--- src/rtl/rom_fetch_responder.sv ---
// Program memory that answers the CPU's 8-cycle nibble-multiplexed instruction fetch.
// The address is captured in cycles 0-2. The selected byte is returned opcode nibble first
// in cycles 3 and 4. A nibble-serial port loads the memory while the block is off the bus.
module rom_fetch_responder #(
  parameter int unsigned DEPTH_LOG2 = 4,
  parameter logic [3:0]  CHIP_ID    = 4'h0
) (
  input  logic                  clock,
  input  logic                  reset,
  input  logic                  halt,
  input  logic [2:0]            cycle,
  input  logic [3:0]            bus_in,
  output logic [3:0]            bus_out,
  output logic                  bus_out_enable,
  input  logic                  prog_mode,
  input  logic                  prog_valid,
  input  logic [3:0]            prog_nibble,
  output logic                  prog_wrapped
);

  localparam int unsigned Depth = 1 << DEPTH_LOG2;

  typedef enum logic {
    PhaseHi = 1'b0,
    PhaseLo = 1'b1
  } phase_e;

  logic [7:0]            mem_q [Depth];
  logic [3:0]            addr_lo_q, addr_lo_d;
  logic [3:0]            addr_hi_q, addr_hi_d;
  logic                  selected_q, selected_d;
  logic [DEPTH_LOG2-1:0] ptr_q, ptr_d;
  phase_e                phase_q, phase_d;
  logic                  prog_prev_q;
  logic                  wrapped_q, wrapped_d;

  logic [7:0]            addr_full;
  logic [7:0]            addr_upper;
  logic                  in_range;
  logic [DEPTH_LOG2-1:0] addr_idx;
  logic [7:0]            rd_word;

  logic                  prog_rise;
  logic [DEPTH_LOG2-1:0] eff_ptr;
  phase_e                eff_phase;
  logic [7:0]            wr_old;
  logic                  mem_we;
  logic [7:0]            mem_wdata;

  // Address decode; shifting by DEPTH_LOG2=8 leaves zero, so every address is in range.
  assign addr_full  = {addr_hi_q, addr_lo_q};
  assign addr_upper = addr_full >> DEPTH_LOG2;
  assign in_range   = (addr_upper == 8'h00);
  assign addr_idx   = addr_full[DEPTH_LOG2-1:0];
  assign rd_word    = mem_q[addr_idx];

  // A fresh entry into programming mode restarts the write stream at byte 0, high nibble,
  // and applies before a nibble presented in the same cycle.
  assign prog_rise = prog_mode & ~prog_prev_q;
  assign eff_ptr   = prog_rise ? '0 : ptr_q;
  assign eff_phase = prog_rise ? PhaseHi : phase_q;
  assign wr_old    = mem_q[eff_ptr];

  // Next-state logic for the fetch capture and the programming write stream.
  always_comb begin
    addr_lo_d  = addr_lo_q;
    addr_hi_d  = addr_hi_q;
    selected_d = selected_q;
    ptr_d      = ptr_q;
    phase_d    = phase_q;
    wrapped_d  = 1'b0;
    mem_we     = 1'b0;
    mem_wdata  = wr_old;

    if (prog_mode) begin
      selected_d = 1'b0;
      ptr_d      = eff_ptr;
      phase_d    = eff_phase;
      if (prog_valid) begin
        mem_we = 1'b1;
        if (eff_phase == PhaseHi) begin
          mem_wdata = {prog_nibble, wr_old[3:0]};
          phase_d   = PhaseLo;
        end else begin
          mem_wdata = {wr_old[7:4], prog_nibble};
          phase_d   = PhaseHi;
          ptr_d     = eff_ptr + DEPTH_LOG2'(1);
          wrapped_d = (eff_ptr == '1);
        end
      end
    end else begin
      case (cycle)
        3'd0:    addr_lo_d  = bus_in;
        3'd1:    addr_hi_d  = bus_in;
        3'd2:    selected_d = (bus_in == CHIP_ID) && in_range;
        default: ;
      endcase
    end
  end

  // State and memory update; halt freezes everything, reset overrides all.
  always_ff @(posedge clock) begin
    if (reset) begin
      for (int i = 0; i < Depth; i++) begin
        mem_q[i] <= 8'h00;
      end
      addr_lo_q   <= 4'h0;
      addr_hi_q   <= 4'h0;
      selected_q  <= 1'b0;
      ptr_q       <= '0;
      phase_q     <= PhaseHi;
      prog_prev_q <= 1'b0;
      wrapped_q   <= 1'b0;
    end else if (!halt) begin
      addr_lo_q   <= addr_lo_d;
      addr_hi_q   <= addr_hi_d;
      selected_q  <= selected_d;
      ptr_q       <= ptr_d;
      phase_q     <= phase_d;
      prog_prev_q <= prog_mode;
      wrapped_q   <= wrapped_d;
      if (mem_we) begin
        mem_q[eff_ptr] <= mem_wdata;
      end
    end
  end

  // Bus drive is combinational so data appears in the same clock as cycle 3/4.
  always_comb begin
    bus_out        = 4'h0;
    bus_out_enable = 1'b0;
    if (!reset && !halt && !prog_mode && selected_q) begin
      if (cycle == 3'd3) begin
        bus_out        = rd_word[7:4];
        bus_out_enable = 1'b1;
      end else if (cycle == 3'd4) begin
        bus_out        = rd_word[3:0];
        bus_out_enable = 1'b1;
      end
    end
  end

  assign prog_wrapped = wrapped_q & ~halt & ~reset;

endmodule

--- config.mk ---
export PLATFORM = sky130hd
export DESIGN_NAME = rom_fetch_responder
export DESIGN_NICKNAME = d
export VERILOG_FILES = /design/src/rtl/rom_fetch_responder.sv
export SDC_FILE = /design/constraint.sdc
export NUM_CORES = 1
export LEC_CHECK = 0
export ABC_AREA = 1
export CORE_MARGIN = 8
export CORE_UTILIZATION = 44
export DETAILED_ROUTE_END_ITERATION = 8
export GPL_TIMING_DRIVEN = 0
export PLACE_DENSITY = 0.68
export SYNTH_ARGS = -nofsm -noshare
export SYNTH_HDL_FRONTEND = slang
export SYNTH_SLANG_ARGS = --single-unit
--- constraint.sdc ---
create_clock -name clock -period 5.7 [get_ports clock]
set_clock_uncertainty 0.2 [all_clocks]
set_input_delay 1.14 -clock clock [delete_from_list [all_inputs] [get_ports clock]]
set_output_delay 1.14 -clock clock [all_outputs]
set_load 0.02 [all_outputs]
==> insert_results.sql, run 1 <==
INSERT INTO impl_metrics (metric_group, metric, value, unit) VALUES
('clock_tree', 'post-cts-setup-buffers', '0', ''),
('routing', 'route.detailed.vias_per_inst', '5.28', ''),
('power', 'vdd.ir_drop.worst', '183', 'uV'),
('status', 'outcome', 'complete, no violations', ''),
('routing', 'drt_first_iter_violations', '694', ''),
('floorplanning', 'ioPinCount', '22', ''),
('yosys', 'synthesis.yosys.warnings', '0', ''),
('clock_tree', 'clock_tree.buffer_depth', '2', ''),
('power', 'leakagePower', '0.00353', 'uW'),
('yosys', 'syn_avg_cell_area', '9.02', 'um2'),
('layout', 'nets', '870', ''),
('yosys', 'synth.yosys.seq_area_share', '0.582', ''),
('routing', 'drtAntennaViolNets', '0', ''),
('timing', 'max_slew_margin_vs_limit', '0.473', ''),
('floorplanning', 'floorplan.rows', '47', ''),
('place', 'gpl.final_weighted_congestion', '0.899', ''),
('worst_setup_path', 'worstPathBufferInverterCount', '2', ''),
('clock_tree', 'clock_transition_at_the_register_clock_pins_on_the_worst_setup_and_hold_paths_after_cts', '0.07', 'ns'),
('power', 'power.share.combinational', '0.061', ''),
('layout', 'antenna_cells', '0', ''),
('worst_setup_path', 'critPathMostFrequentCell', 'sky130_fd_sc_hd__clkdlybuf4s50_1', ''),
('yosys', 'netlist.area_leader.share', '0.527', ''),
('clock_tree', 'cts_max_level', '4', ''),
('layout', 'drive_gt1_frac', '0.124', ''),
('worst_setup_path', 'critical-path-top-delay-family', 'buffers and inverters', ''),
('worst_setup_path', 'worstPathCellList', 'clkdlybuf4s50_1, nor2_1, nand3_1, a21oi_1, a21boi_1, clkdlybuf4s50_1', ''),
('hold_path', 'hold-path-endpoint', 'addr_idx[3]$_SDFFE_PP0P_', ''),
('timing', 'hold_violations', '0', ''),
('global_route', 'number_of_antenna_violations_at_the_first_check_in_global_routing', '0', ''),
('yosys', 'syn_nets', '830', ''),
('worst_setup_path', 'crit_path_max_fanout', '6', ''),
('power', 'totalPowerFinal', '2460', 'uW'),
('power', 'p_sw_frac', '0.239', ''),
('yosys', 'async_flop_share', '0', ''),
('hold_path', 'min-delay-path-class', 'register to register', ''),
('floorplanning', 'core', '0.0164', 'mm2'),
('floorplanning', 'chipHeight', '145', 'um'),
('clock_tree', 'number_of_buffers_created_by_cts', '17', ''),
('clock_tree', 'total_number_of_clock_tree_sinks', '148', ''),
('power', 'clkPwrFrac', '0.441', ''),
('global_route', 'grt_pass1_wl', '30400', 'um'),
('global_route', 'first_global_vias', '5551', ''),
('routing', 'route.vias.total', '5710', ''),
('yosys', 'postSynth.topFlopCell', 'sky130_fd_sc_hd__edfxtp_1', ''),
('hold_path', 'hold_path_depth', '2', ''),
('worst_setup_path', 'cp_data_required_time', '4.36', 'ns'),
('layout', 'area.growth.synth_to_final', '14.6', '%'),
('routing', 'first_pass_iters', '7', ''),
('clock_tree', 'cts.hold.buffers_added', '0', ''),
('yosys', 'distinct_cells_synth', '29', ''),
('worst_setup_path', 'setup.reg_to_reg.worst_slack', '3.49', 'ns'),
('timing', 'finalWorstPathRequiredPeriod', '4.98', 'ns'),
('global_route', 'grtUsageTotal', '0.200', ''),
('floorplanning', 'floorplan.initialDensity', '0.445', ''),
('timing', 'final_min_period_over_clock_period', '0.874', ''),
('clock_tree', 'clk_latency', '0.43', 'ns'),
('worst_setup_path', 'worst_reg2reg_path_length_in_cells', '10', ''),
('power', 'sequentialPowerShare', '0.498', ''),
('floorplanning', 'die_width', '145', 'um'),
('worst_setup_path', 'endpoint_kind', 'output port', ''),
('yosys', 'syn_area', '0.00730', 'mm2'),
('yosys', 'synth_seq_cells', '148', ''),
('power', 'pwr_density_cell', '294', 'mW/mm2'),
('place', 'post-dp-hpwl', '14100', 'um'),
('yosys', 'post_synth_inst_count', '809', ''),
('routing', 'post_drt_wl_per_cell', '18.2', 'um'),
('timing', 'final-setup-viol-count', '0', ''),
('power', 'internal_power_summed_over_all_cells', '1870', 'uW'),
('timing', 'max_freq', '201', 'MHz'),
('worst_setup_path', 'cp.arrival', '3.64', 'ns'),
('hold_path', 'min_from', 'addr_idx[3]$_SDFFE_PP0P_', '');
==> routing by layer <==
layer,wire [um],up-vias,track usage
met5,0,-,0
met4,724,0,0.0915
met3,1630,45,0.0433
met2,9240,279,0.324
met1,8110,2662,0.251
li1,-,2724,-
==> logic make-up (layout without fill, tap and decap cells) <==
kind of cell | after synthesis | count (layout) | share of synthesized area
xor+xnor | 1 | 1 | 0.00120
compound gates | 44 | 44 | 0.0315
fa+ha+maj | 5 | 5 | 0.00857
buf+inv | 96 | 149 | 0.0588
flops | 148 | 148 | 0.582
simple gates | 515 | 515 | 0.318
==> how the worst max path moves through the flow <==
stage	from	endpoint	slack (ns)	cells after the start
2_1_floorplan	halt	bus_out[3]	2.02	4
3_3_place_gp	halt	bus_out[3]	0.73	6
3_5_place_dp	halt	bus_out[3]	0.73	6
4_1_cts	halt	bus_out[3]	0.74	6
5_1_grt	halt	bus_out[3]	0.62	6
6_report	halt	bus_out[3]	0.72	6
==> power by group through the flow <==
stage	Sequential, uW	Combinational, uW	Clock (uW)
2_1_floorplan	1240	93.2	0
3_3_place_gp	1250	146	0
3_5_place_dp	1250	148	0
4_1_cts	1220	149	1090
5_1_grt	1230	163	1140
6_report	1220	150	1090
==> layout by cell type, fill, tap and decap left out, types with 2 or more instances in the layout <==
master,netlist,routed
sky130_fd_sc_hd__a21oi_1,17,17
sky130_fd_sc_hd__buf_12,2,2
sky130_fd_sc_hd__buf_2,23,23
sky130_fd_sc_hd__buf_4,2,2
sky130_fd_sc_hd__clkbuf_1,10,10
sky130_fd_sc_hd__clkbuf_16,0,19
sky130_fd_sc_hd__clkdlybuf4s50_1,0,21
sky130_fd_sc_hd__clkinv_4,0,3
sky130_fd_sc_hd__dfxtp_1,20,20
sky130_fd_sc_hd__edfxtp_1,128,128
sky130_fd_sc_hd__ha_1,5,5
sky130_fd_sc_hd__inv_1,54,54
sky130_fd_sc_hd__inv_2,4,4
sky130_fd_sc_hd__inv_4,0,3
sky130_fd_sc_hd__inv_6,0,6
sky130_fd_sc_hd__nand2_1,223,223
sky130_fd_sc_hd__nand2_2,2,2
sky130_fd_sc_hd__nand2_4,20,20
sky130_fd_sc_hd__nand3_1,91,91
sky130_fd_sc_hd__nor2_1,152,152
sky130_fd_sc_hd__nor2_2,17,17
sky130_fd_sc_hd__nor2_8,3,3
sky130_fd_sc_hd__nor3_1,2,2
sky130_fd_sc_hd__nor4_1,2,2
sky130_fd_sc_hd__o21ai_0,22,22
sky130_fd_sc_hd__o22ai_1,2,2
==> state kept, by name (all words and copies together) (netlist names), named ones only <==
signal and cells:
addr_hi_q 4, addr_idx 4, mem_q 128, phase_q 1
prog_prev_q 1, ptr_q 4, selected_q 1, wrapped_q 1
==> cell type report <==
type | count | area (um2)
plain buffers | 38 | 211
multi-input cells | 565 | 2630
inverters | 58 | 218
repair buffers | 21 | 210
well taps | 220 | 275
clock buffers | 19 | 475
clock inverters | 13 | 105
flip-flops and latches | 148 | 4240
fillers | 1487 | 8040
==> worst reg2reg max path: stages, from the launching register on <==
cell                      delay [ns]
sky130_fd_sc_hd__dfxtp_1        0.30
sky130_fd_sc_hd__inv_1          0.10
sky130_fd_sc_hd__nand2_2        0.10
sky130_fd_sc_hd__inv_1          0.08
sky130_fd_sc_hd__nor2_1         0.06
sky130_fd_sc_hd__inv_1          0.09
sky130_fd_sc_hd__ha_1           0.17
sky130_fd_sc_hd__inv_1          0.08
sky130_fd_sc_hd__nor2_1         0.29
sky130_fd_sc_hd__nand2_1        0.21
sky130_fd_sc_hd__nand2_1        0.22
==> through the flow <==
| stage | area (um2) | setup slack [ns] | util | cells |
|---|---|---|---|---|
| finish | 8360 | 0.717 | 0.510 | 1082 |
| global route | 8360 | 0.619 | 0.510 | 1082 |
| CTS | 8360 | 0.735 | 0.510 | 1082 |
| detailed placement | 7780 | 0.731 | 0.474 | 1050 |
| global placement | 7780 | 0.732 | 0.474 | 1050 |
| floorplan | 7300 | 2.02 | - | 809 |
Power figures use the tool's default switching activity.
==> run 2, diff against run 1 <==
HOLD_SLACK_MARGIN = 0.03   (was not set)
==> results of run 2 <==
Final layout, timing and power as in run 1 (identical DEF).
